==> config.mk <==
export PLATFORM = sky130hd
export DESIGN_NAME = pwm_multichannel
export DESIGN_NICKNAME = d
export VERILOG_FILES = /design/src/rtl/pwm_multichannel.sv
export SDC_FILE = /design/constraint.sdc
export NUM_CORES = 1
export LEC_CHECK = 0
export BUFFER_PORTS_ARGS = -buffer_cell sky130_fd_sc_hd__clkbuf_2
export CAP_MARGIN = 10
export CORE_MARGIN = 2
export CORE_UTILIZATION = 55
export CTS_BUF_LIST = sky130_fd_sc_hd__clkbuf_2 sky130_fd_sc_hd__clkbuf_4 sky130_fd_sc_hd__clkbuf_8
export DETAILED_ROUTE_END_ITERATION = 7
export PLACE_DENSITY_LB_ADDON = 0.2
export SLEW_MARGIN = 20
export SYNTH_ARGS = -nofsm -noshare
export SYNTH_HDL_FRONTEND = slang
export SYNTH_SLANG_ARGS = --single-unit
export TNS_END_PERCENT = 20
==> constraint.sdc <==
create_clock -name cclk -period 3.07 [get_ports cclk]
set_input_delay 0.7675 -clock cclk [delete_from_list [all_inputs] [get_ports cclk]]
set_output_delay 0.7675 -clock cclk [all_outputs]
set_load 0.02 [all_outputs]
==> src/rtl/pwm_multichannel.sv <==
// pwm_multichannel: multi-channel PWM generator with one shared period counter,
// a programmable prescaler and double-buffered period/duty registers.
// Optional feature: define PWM_CENTER_EN for a triangle (centre-aligned) counter;
// without it the counter is a plain sawtooth with no direction state.
module pwm_multichannel #(
    parameter int WIDTH      = 8,
    parameter int CHANNELS   = 4,
    parameter int PRESCALE_W = 8
) (
    input  logic                      cclk,
    input  logic                      rst,
    input  logic                      enable,
    input  logic [PRESCALE_W-1:0]     prescale,
    input  logic [WIDTH-1:0]          period,
    input  logic [CHANNELS*WIDTH-1:0] duty,
    input  logic                      load,
    output logic [CHANNELS-1:0]       pwm,
    output logic                      period_start,
    output logic                      pending
);

    logic [PRESCALE_W-1:0]     presc_q, presc_d;
    logic [WIDTH-1:0]          cnt_q, cnt_d;
    logic [WIDTH-1:0]          per_shadow_q, per_shadow_d;
    logic [CHANNELS*WIDTH-1:0] duty_shadow_q, duty_shadow_d;
    logic [WIDTH-1:0]          per_act_q, per_act_d;
    logic [CHANNELS*WIDTH-1:0] duty_act_q, duty_act_d;
    logic                      pending_q, pending_d;
    logic [CHANNELS-1:0]       pwm_q, pwm_d;
    logic                      period_start_q, period_start_d;
`ifdef PWM_CENTER_EN
    logic                      dir_up_q, dir_up_d;
`endif

    logic tick;
    logic wrap;
    logic boundary;

    // Prescaler and shared counter: decide the tick, the next count and whether
    // this cycle is a period boundary (wrap back to zero).
    always_comb begin
        tick    = 1'b0;
        wrap    = 1'b0;
        presc_d = presc_q;
        cnt_d   = cnt_q;
`ifdef PWM_CENTER_EN
        dir_up_d = dir_up_q;
`endif
        if (!enable) begin
            presc_d = '0;
        end else if (presc_q >= prescale) begin
            // >= so a prescale lowered below the running value ticks at once
            tick    = 1'b1;
            presc_d = '0;
        end else begin
            presc_d = presc_q + PRESCALE_W'(1);
        end

`ifdef PWM_CENTER_EN
        if (!enable) begin
            cnt_d    = '0;
            dir_up_d = 1'b1;
        end else if (tick) begin
            if (dir_up_q && (cnt_q < per_act_q)) begin
                cnt_d = cnt_q + WIDTH'(1);
            end else begin
                // at the top (or period 0) turn around; zero stays zero
                cnt_d    = (cnt_q == '0) ? '0 : cnt_q - WIDTH'(1);
                dir_up_d = 1'b0;
            end
            if (cnt_d == '0) begin
                wrap     = 1'b1;
                dir_up_d = 1'b1;
            end
        end
`else
        if (!enable) begin
            cnt_d = '0;
        end else if (tick) begin
            if (cnt_q == per_act_q) begin
                cnt_d = '0;
                wrap  = 1'b1;
            end else begin
                cnt_d = cnt_q + WIDTH'(1);
            end
        end
`endif
    end

    // Double buffering: load fills the shadow registers; a wrap (or being
    // disabled) moves new values into the active set, preferring a coincident load.
    always_comb begin
        boundary      = wrap | ~enable;
        per_shadow_d  = per_shadow_q;
        duty_shadow_d = duty_shadow_q;
        per_act_d     = per_act_q;
        duty_act_d    = duty_act_q;
        pending_d     = pending_q;
        if (load) begin
            per_shadow_d  = period;
            duty_shadow_d = duty;
        end
        if (boundary) begin
            if (load) begin
                per_act_d  = period;
                duty_act_d = duty;
            end else if (pending_q) begin
                per_act_d  = per_shadow_q;
                duty_act_d = duty_shadow_q;
            end
            pending_d = 1'b0;
        end else if (load) begin
            pending_d = 1'b1;
        end
    end

    // Per-channel duty compare against the current count and period marker.
    always_comb begin
        pwm_d = '0;
        for (int i = 0; i < CHANNELS; i++) begin
            pwm_d[i] = enable & (cnt_q < duty_act_q[i*WIDTH +: WIDTH]);
        end
        period_start_d = tick & wrap & enable;
    end

    // State registers with synchronous reset.
    always_ff @(posedge cclk) begin
        if (rst) begin
            presc_q        <= '0;
            cnt_q          <= '0;
            per_shadow_q   <= '0;
            duty_shadow_q  <= '0;
            per_act_q      <= '0;
            duty_act_q     <= '0;
            pending_q      <= 1'b0;
            pwm_q          <= '0;
            period_start_q <= 1'b0;
`ifdef PWM_CENTER_EN
            dir_up_q       <= 1'b1;
`endif
        end else begin
            presc_q        <= presc_d;
            cnt_q          <= cnt_d;
            per_shadow_q   <= per_shadow_d;
            duty_shadow_q  <= duty_shadow_d;
            per_act_q      <= per_act_d;
            duty_act_q     <= duty_act_d;
            pending_q      <= pending_d;
            pwm_q          <= pwm_d;
            period_start_q <= period_start_d;
`ifdef PWM_CENTER_EN
            dir_up_q       <= dir_up_d;
`endif
        end
    end

    assign pwm          = pwm_q;
    assign period_start = period_start_q;
    assign pending      = pending_q;

endmodule

---- After elaboration in Yosys (flattened, before gate mapping) ----
Index checks and enable logic that the tools add are counted.
storage, ports and cells
  ROM bits ................................ 0
  bits in writable memories ............... 0
  memories ................................ 0
  register bits after elaboration ......... 102
  input port bits ......................... 52
  bits in latches ......................... 0
cells by class
  $add $sub $neg .......................... 2
  multiply operators ...................... 0
  multiplexer cells ....................... 10
  equality and inequality tests ........... 1
  bitwise operators ....................... 8
  div/mod/pow operators ................... 0
  reduce and logical (&&, ||, !) cells .... 5
  shifts and indexed selects .............. 0
  $lt $le $gt $ge ......................... 5
operators with widths
  kind                                          number
  two-way mux 32 bit                            2
  less-than comparator 8 bit                    4
  two-way mux 8 bit                             3
  adder 8 x 1 -> 8 bit (second input constant)  2
  == test 8 bit                                 1
  greater-or-equal comparator 8 bit             1
  bitwise AND 1 bit                             6
  two-way mux 1 bit                             5
  OR reduction 2 bit                            2
  OR reduction 3 bit                            1
  AND reduction 2 bit                           1
  nonzero test 2 bit                            1
  NOT 1 bit                                     1
  bitwise OR 1 bit                              1

---- Longest topological paths before layout ----
Gate-level depths: netlist (run 1).
  word-level depth ........................ 7
  mapped depth ............................ 8

---- Worst setup path after synthesis (run 1) ----
OpenSTA, ideal clock, no wires.
  path kind ............................... input to register
  from .................................... input port prescale[0]
  to ...................................... register duty_act_q[5]
  stages on the path ...................... 7
  setup slack ............................. 0.629 ns
  data arrival time ....................... 2.319 ns
  setup time .............................. 0.122 ns
  path through ............................ ha_1 nand2b_1 a2111oi_2 o31a_2 o22ai_1 buf_2 a221o_1
on the way
  word-level cells in the longest chain between the ends .. 7
RTL lines
  item                               line  RTL
  start: declaration                 13    input logic [PRESCALE_W-1:0] prescale,
  greater-or-equal comparator 8 bit  51    end else if (presc_q >= prescale) begin
  two-way mux 1 bit                  51
  two-way mux 1 bit                  49    if (!enable) begin
  two-way mux 1 bit                  79    end else if (tick) begin
  two-way mux 1 bit                  77    if (!enable) begin
  bitwise OR 1 bit                   93    boundary = wrap | ~enable;
  AND reduction 2 bit (no line)      n/a
  end signal: assignment             147   duty_act_q <= duty_act_d;
  end: declaration                   27    logic [CHANNELS*WIDTH-1:0] duty_act_q, duty_act_d;
No other way between the ends.
A chain may end at the register's enable or synchronous reset.

---- Worst setup path in the final report (run 1) ----
  from .................................... input port prescale[0]
  to ...................................... register cnt_q[5]
on the way
  word-level cells in the longest chain between the ends .. 3
RTL lines
  item                               line  RTL
  greater-or-equal comparator 8 bit  51
  two-way mux 1 bit                  51
  two-way mux 1 bit                  49
  end signal: assignment             143   cnt_q <= cnt_d;
  end: declaration                   23    logic [WIDTH-1:0] cnt_q, cnt_d;
No other way between the ends.

==> results of run 1 <==
-- Yosys cell counts (5+ instances only) --
cell	number
a211oi_1	6
a21o_1	7
a21oi_1	15
a221o_1	40
and3_1	41
buf_2	10
buf_6	5
clkbuf_1	13
dfxtp_1	102
ha_1	38
inv_1	37
mux2i_1	40
nand2_1	10
nand2b_1	6
nand3_1	7
nor2_1	54
o21a_1	6
o21ai_0	8
xor2_1	11
-- how the worst max path moves through the flow --
stage	startpoint	endpoint	depth (start not counted)
floorplan	prescale[0]	duty_act_q[5]$_SDFFE_PP0P_	7
global placement	prescale[0]	cnt_q[5]$_SDFFE_PP0N_	8
detailed placement	prescale[0]	cnt_q[5]$_SDFFE_PP0N_	8
CTS	prescale[0]	cnt_q[5]$_SDFFE_PP0N_	8
global route	prescale[0]	cnt_q[5]$_SDFFE_PP0N_	8
finish	prescale[0]	cnt_q[5]$_SDFFE_PP0N_	8
-- cells by family after synthesis --
logic type / synth area share (%)
compound gates: 15.81
xor+xnor: 2.565
fa+ha+maj: 9.945
buf+inv: 6.150
flops: 42.71
mux: 8.375
simple gates: 14.45
-- power groups by stage --
stage	registers (mW)	logic, mW	clock network (mW)
5_1_grt	1.47	0.416	0.953
6_report	1.46	0.369	0.879
2_1_floorplan	1.49	0.276	0
3_3_place_gp	1.49	0.355	0
4_1_cts	1.46	0.374	0.898
3_5_place_dp	1.49	0.371	0
-- sequential cells by signal, summed over array words and instances, names as in the netlist --
| register | cells |
|---|---|
| per_shadow_q | 8 |
| per_act_q | 8 |
| pwm | 4 |
| duty_act_q | 32 |
| presc_q | 8 |
| cnt_q | 8 |
| duty_shadow_q | 32 |
| period_start | 1 |
| pending | 1 |
-- layer usage --
metal	track usage (%)	up-vias
li1	-	1858
met1	26.87	1714
met2	36.22	76
met3	4.820	13
met4	6.517	0
met5	0	-
-- area by class of cell --
type                       count  area (µm²)  area share, %
sequential                   102        2042          38.25
inverter                      37       138.9          2.601
multi-input combinational    319        2454          45.96
clock buffer                  11       151.4          2.836
timing repair buffer          67       360.3          6.749
tap                          108       135.1          2.531
clock inverter                 5       57.56          1.078
==> results_dict.tcl, run 1 <==
set metrics [dict create \
    r2r_cells 8 \
    r2r_end "cnt_q[5]$_SDFFE_PP0N_" \
    max_stage_delay_ps 370 \
    first_pass_iters 4 \
    postLayoutSetupSlackWorst_ps 651.4 \
    layout.cells.non_filler 649 \
    area_growth_pct 11.67 \
    ctsResizeCount 0 \
    top_layer "met4" \
    irDropWorstVdd_uv 284.6 \
    via_per_inst 5.641 \
    finalClockSkew_ps 9.704 \
    critPathKind "in2reg" \
    tns_ps 0 \
    wl_met3_um 424 \
    dp_hpwl_um 6717 \
    outcome "complete, no violations" \
    yosysSeqAreaShare_pct 42.71 \
    clockBufferDepth 2 \
    report.power.total_mw 2.710 \
    syn-num-nets 576 \
    ys_top_cells_by_area "dfxtp_1 (43%), ha_1 (9.9%), a221o_1 (8.4%), mux2i_1 (8.4%), and3_1 (5.4%)" \
    rrSetupSlack_ps 700 \
    nFillCells 762 \
    layout_common_cells "dfxtp_1 (102), clkbuf_2 (57), nor2_1 (53)" \
    power.density_nw_per_um2 507.6 \
    drt-met1-wl_um 4489 \
    hold_end "presc_q[0]$_SDFF_PP0_" \
    hold_path_depth 1 \
    rr_startpoint "presc_q[0]$_SDFF_PP0_" \
    async_reset_ff_share_pct 0 \
    syn_area_um2 4781 \
    hold_buffers 0 \
    place_congestion 0.8283 \
    htreeDepth 3 \
    synth-edff-count 0 \
    ctsRootBufferMaster "clkbuf_8" \
    start_util_pct 55.63 \
    post-cts-setup-buffer-count 0 \
    ys_warn_count 0 \
    drive_gt1_share_pct 17.01 \
    portBuffers 57 \
    rsz0062_at_grt "false" \
    slew_headroom_pct 38.18 \
    grt_first_pass_wirelength_um 16630 \
    grt_antenna_before_repair 0 \
    synthCells 486 \
    yosys.area.top_type_share_pct 42.71 \
    io_pins 58 \
    critPathMaxFanout 39 \
    routed_wl_um 9771 \
    cp_top_family "compound AO/OA/AOI/OAI gates" \
    synthFlopType "dfxtp_1" \
    die_width_um 97.24 \
    clock.fmax_ghz 0.4135 \
    p_seq_share_pct 53.9 \
    cts_tree "done" \
    drv_slew 0 \
    vias 3661 \
    worstMarginPinSlew_ps 921.8 \
    core_area_um2 8593 \
    cp.arrival_ps 2710 \
    cts-buffers-inserted 9 \
    drc 0 \
    placed_cell_area_um2 5130 \
    final_area_um2 5339 \
    maxCapViolations 0 \
    routedWlPerCell_um 15.06 \
    clk_pin_slew_ps 100 \
    layout_commonest_cell "dfxtp_1" \
    grt-ovfl-total 0 \
    cts.sinks 102 \
    synth_top_cell_by_area "dfxtp_1" \
    hold_start "presc_q[0]$_SDFF_PP0_" \
    rows 34 \
    p_int_mw 2.008 \
    path_buf_inv 2 \
    slowest_stage "a2111oi_2" \
    cp_cell_sequence "clkbuf_2 -> ha_1 -> nand2b_1 -> a2111oi_2 -> o31a_2 -> buf_4 -> o21ai_1 -> a21oi_1" \
    fin_crit_ps 2419 \
    insertion_delay_ps 360 \
    cp-end-kind "flop" \
    antenna_left 0 \
    track_usage_pct 21.23 \
    yosys_register_bits 102 \
    drt_iter0_markers 215 \
    finalHoldViolations 0 \
    grt_pass1_vias 3540 \
    wl_met2_um 4710 \
    dp_cells 633 \
    hold-worst-slack_ps 479.6 \
    die_h_um 97.24 \
    p_leak_nw 2.574 \
    crit_path_start_kind "input pin" \
    period_share_pct 78.78 \
    min-delay-path-class "reg2reg" \
    combPwrFrac_pct 13.6 \
    layout.nets 626 \
    grt_max_degree 44 \
    p_sw_share_pct 25.90 \
    setup_viol 0 \
    final_core_util_pct 62.13 \
    p_sw_mw 0.7017 \
    synth.distinct_cells 37 \
    diodes 0 \
    fp.dieArea_um2 9455 \
    p_clk_share_pct 32.4 \
    required_ps 3360 \
    pre_cts_ws_ps 309.8 \
    avgSynthCellArea_um2 9.837 \
]
Power figures use the tool's default switching activity.
==> inputs of run 2 (changes only) <==
- CORE_UTILIZATION: 55 -> 54
- clock period: 3.07 -> 2.2 ns (I/O delays scaled with it)
==> results_dict.tcl, run 2 (synthesis gave the netlist of run 1 again) <==
set metrics [dict create \
    slew_headroom_pct 68.96 \
    cp-startpoint "presc_q[0]$_SDFF_PP0_" \
    top_usage_layer "met2" \
    placed_cell_area_um2 5270 \
    area_growth_pct 15.13 \
    clock.fmax_ghz 0.4827 \
    drt_iter0_markers 177 \
    routedWlPerCell_um 14.96 \
    use_met3_pct 3.364 \
    cts.sinks 102 \
    grt_first_pass_wirelength_um 17080 \
    critPathKind "reg2reg" \
    finalHoldViolations 0 \
    grt_pass1_vias 3736 \
    critPathMaxFanout 19 \
    grt_antenna_before_repair 0 \
    rr_startpoint "presc_q[0]$_SDFF_PP0_" \
    hold_path_depth 3 \
    start_util_pct 55.36 \
    p_leak_nw 2.645 \
    layout_common_cells "dfxtp_1 (100), clkbuf_2 (57), nor2_1 (53)" \
    outcome "complete, no violations" \
    irDropWorstVdd_uv 380.4 \
    drc 0 \
    cts_tree "done" \
    htreeDepth 3 \
    place_congestion 0.8447 \
    grtUsageMet2_pct 37.51 \
    final_area_um2 5504 \
    report.power.total_mw 3.766 \
    layout.nets 638 \
    diodes 0 \
    period_share_pct 94.16 \
    hold_end "per_shadow_q[6]$_SDFFE_PP0P_" \
    r2r_cells 8 \
    top_regs "duty_act_q (32), duty_shadow_q (32)" \
    core_area_um2 8636 \
    min-delay-path-class "in2reg" \
    insertion_delay_ps 370 \
    antenna_left 0 \
    grt_max_degree 37 \
    maxCapViolations 0 \
    fp.dieArea_um2 9622 \
    hold_start "period[6]" \
    die_h_um 98.09 \
    r2r_end "duty_act_q[5]$_SDFFE_PP0P_" \
    post-cts-setup-buffer-count 0 \
    drv_slew 0 \
    cp.arrival_ps 2330 \
    hold_buffers 0 \
    clk_pin_slew_ps 90 \
    vias 3727 \
    portBuffers 57 \
    cts-buffers-inserted 9 \
    finalClockSkew_ps 8.560 \
    clockBufferDepth 2 \
    drive_gt1_share_pct 19.89 \
    layout_commonest_cell "dfxtp_1" \
    power.density_nw_per_um2 684.2 \
    dp_hpwl_um 7196 \
    worstMarginPinSlew_ps 465.5 \
    rows 34 \
    die_width_um 98.09 \
    crit_path_start_kind "flop" \
    io_pins 58 \
    setup_viol 0 \
    rrSetupSlack_ps 130 \
    track_usage_pct 21.65 \
    cp-end-kind "flop" \
    via_per_inst 5.638 \
    use_met1_pct 27.64 \
    routed_wl_um 9889 \
    fin_crit_ps 2072 \
    first_pass_iters 4 \
    ctsRootBufferMaster "clkbuf_8" \
    rsz0062_at_grt "false" \
    required_ps 2460 \
    grt-ovfl-total 0 \
]
run 2: cell count changes in the layout (fill, tap and decap cells not counted), sizes merged:
| cell | previous run | this run |
|---|---|---|
| buf | 10 | 22 |
| clkinv | 4 | 0 |
| clkinvlp | 0 | 4 |
run 2: report_power, final:
group	internal (mW)	leakage [nW]	switching [mW]	total, mW
Sequential	1.97	0.837	0.0700	2.04
Combinational	0.262	1.72	0.283	0.545
Clock	0.551	0.0886	0.629	1.18
Total	2.78	2.64	0.982	3.77
run 2: critical path, cell delays in order, from the launching register on:
cell       delay (ps)
dfxtp_2           340
inv_1              40
ha_1              270
nand2b_4          150
a2111oi_4         340
o31a_2            220
o22ai_2           120
buf_12            180
a221o_1           320
run 2: layer usage:
layer / wire length (µm) / vias to the layer above
li1: - / 1880
met1: 4407 / 1751
met2: 4921 / 85
met3: 420 / 11
met4: 139 / 0
met5: 0 / -
run 2: area by class of cell:
| cell class | instances | area (µm²) |
|---|---|---|
| Timing Repair Buffer | 79 | 500.5 |
| Tap cell | 108 | 135.1 |
| Fill cell | 732 | 3132 |
| Multi-Input combinational cell | 319 | 2486 |
| Sequential cell | 102 | 2044 |
| Inverter | 37 | 138.9 |
| Clock inverter | 5 | 60.06 |
| Clock buffer | 11 | 138.9 |
run 2: worst max path at each step:
stage / to / slack (ps) / cells after the start
6_report: duty_act_q[5]$_SDFFE_PP0P_ / 130 / 8
4_1_cts: cnt_q[0]$_SDFFE_PP0N_ / 50 / 8
3_5_place_dp: cnt_q[0]$_SDFFE_PP0N_ / -240 / 8
2_1_floorplan: duty_act_q[5]$_SDFFE_PP0P_ / 10 / 7
3_3_place_gp: cnt_q[7]$_SDFFE_PP0N_ / -200 / 8
5_1_grt: cnt_q[6]$_SDFFE_PP0N_ / 10 / 8
run 2: repair_timing:
action / CTS / global route
setup endpoints to repair: 0 / 37
gates resized for setup: 0 / 7
hold endpoints to repair: 0 / 0
run 2: per-stage QoR:
step	setup slack (ps)	hold slack [ps]	util (%)	instances	TNS, ps
3_5_place_dp	-243.5	494.1	61.03	645	-10200
4_1_cts	46.17	460.2	63.33	661	0
5_1_grt	11.15	482.9	63.74	661	0
3_3_place_gp	-201.6	485.0	61.03	645	-8360
2_1_floorplan	11.67	429.7	-	486	0
6_report	128.5	467.4	63.74	661	0
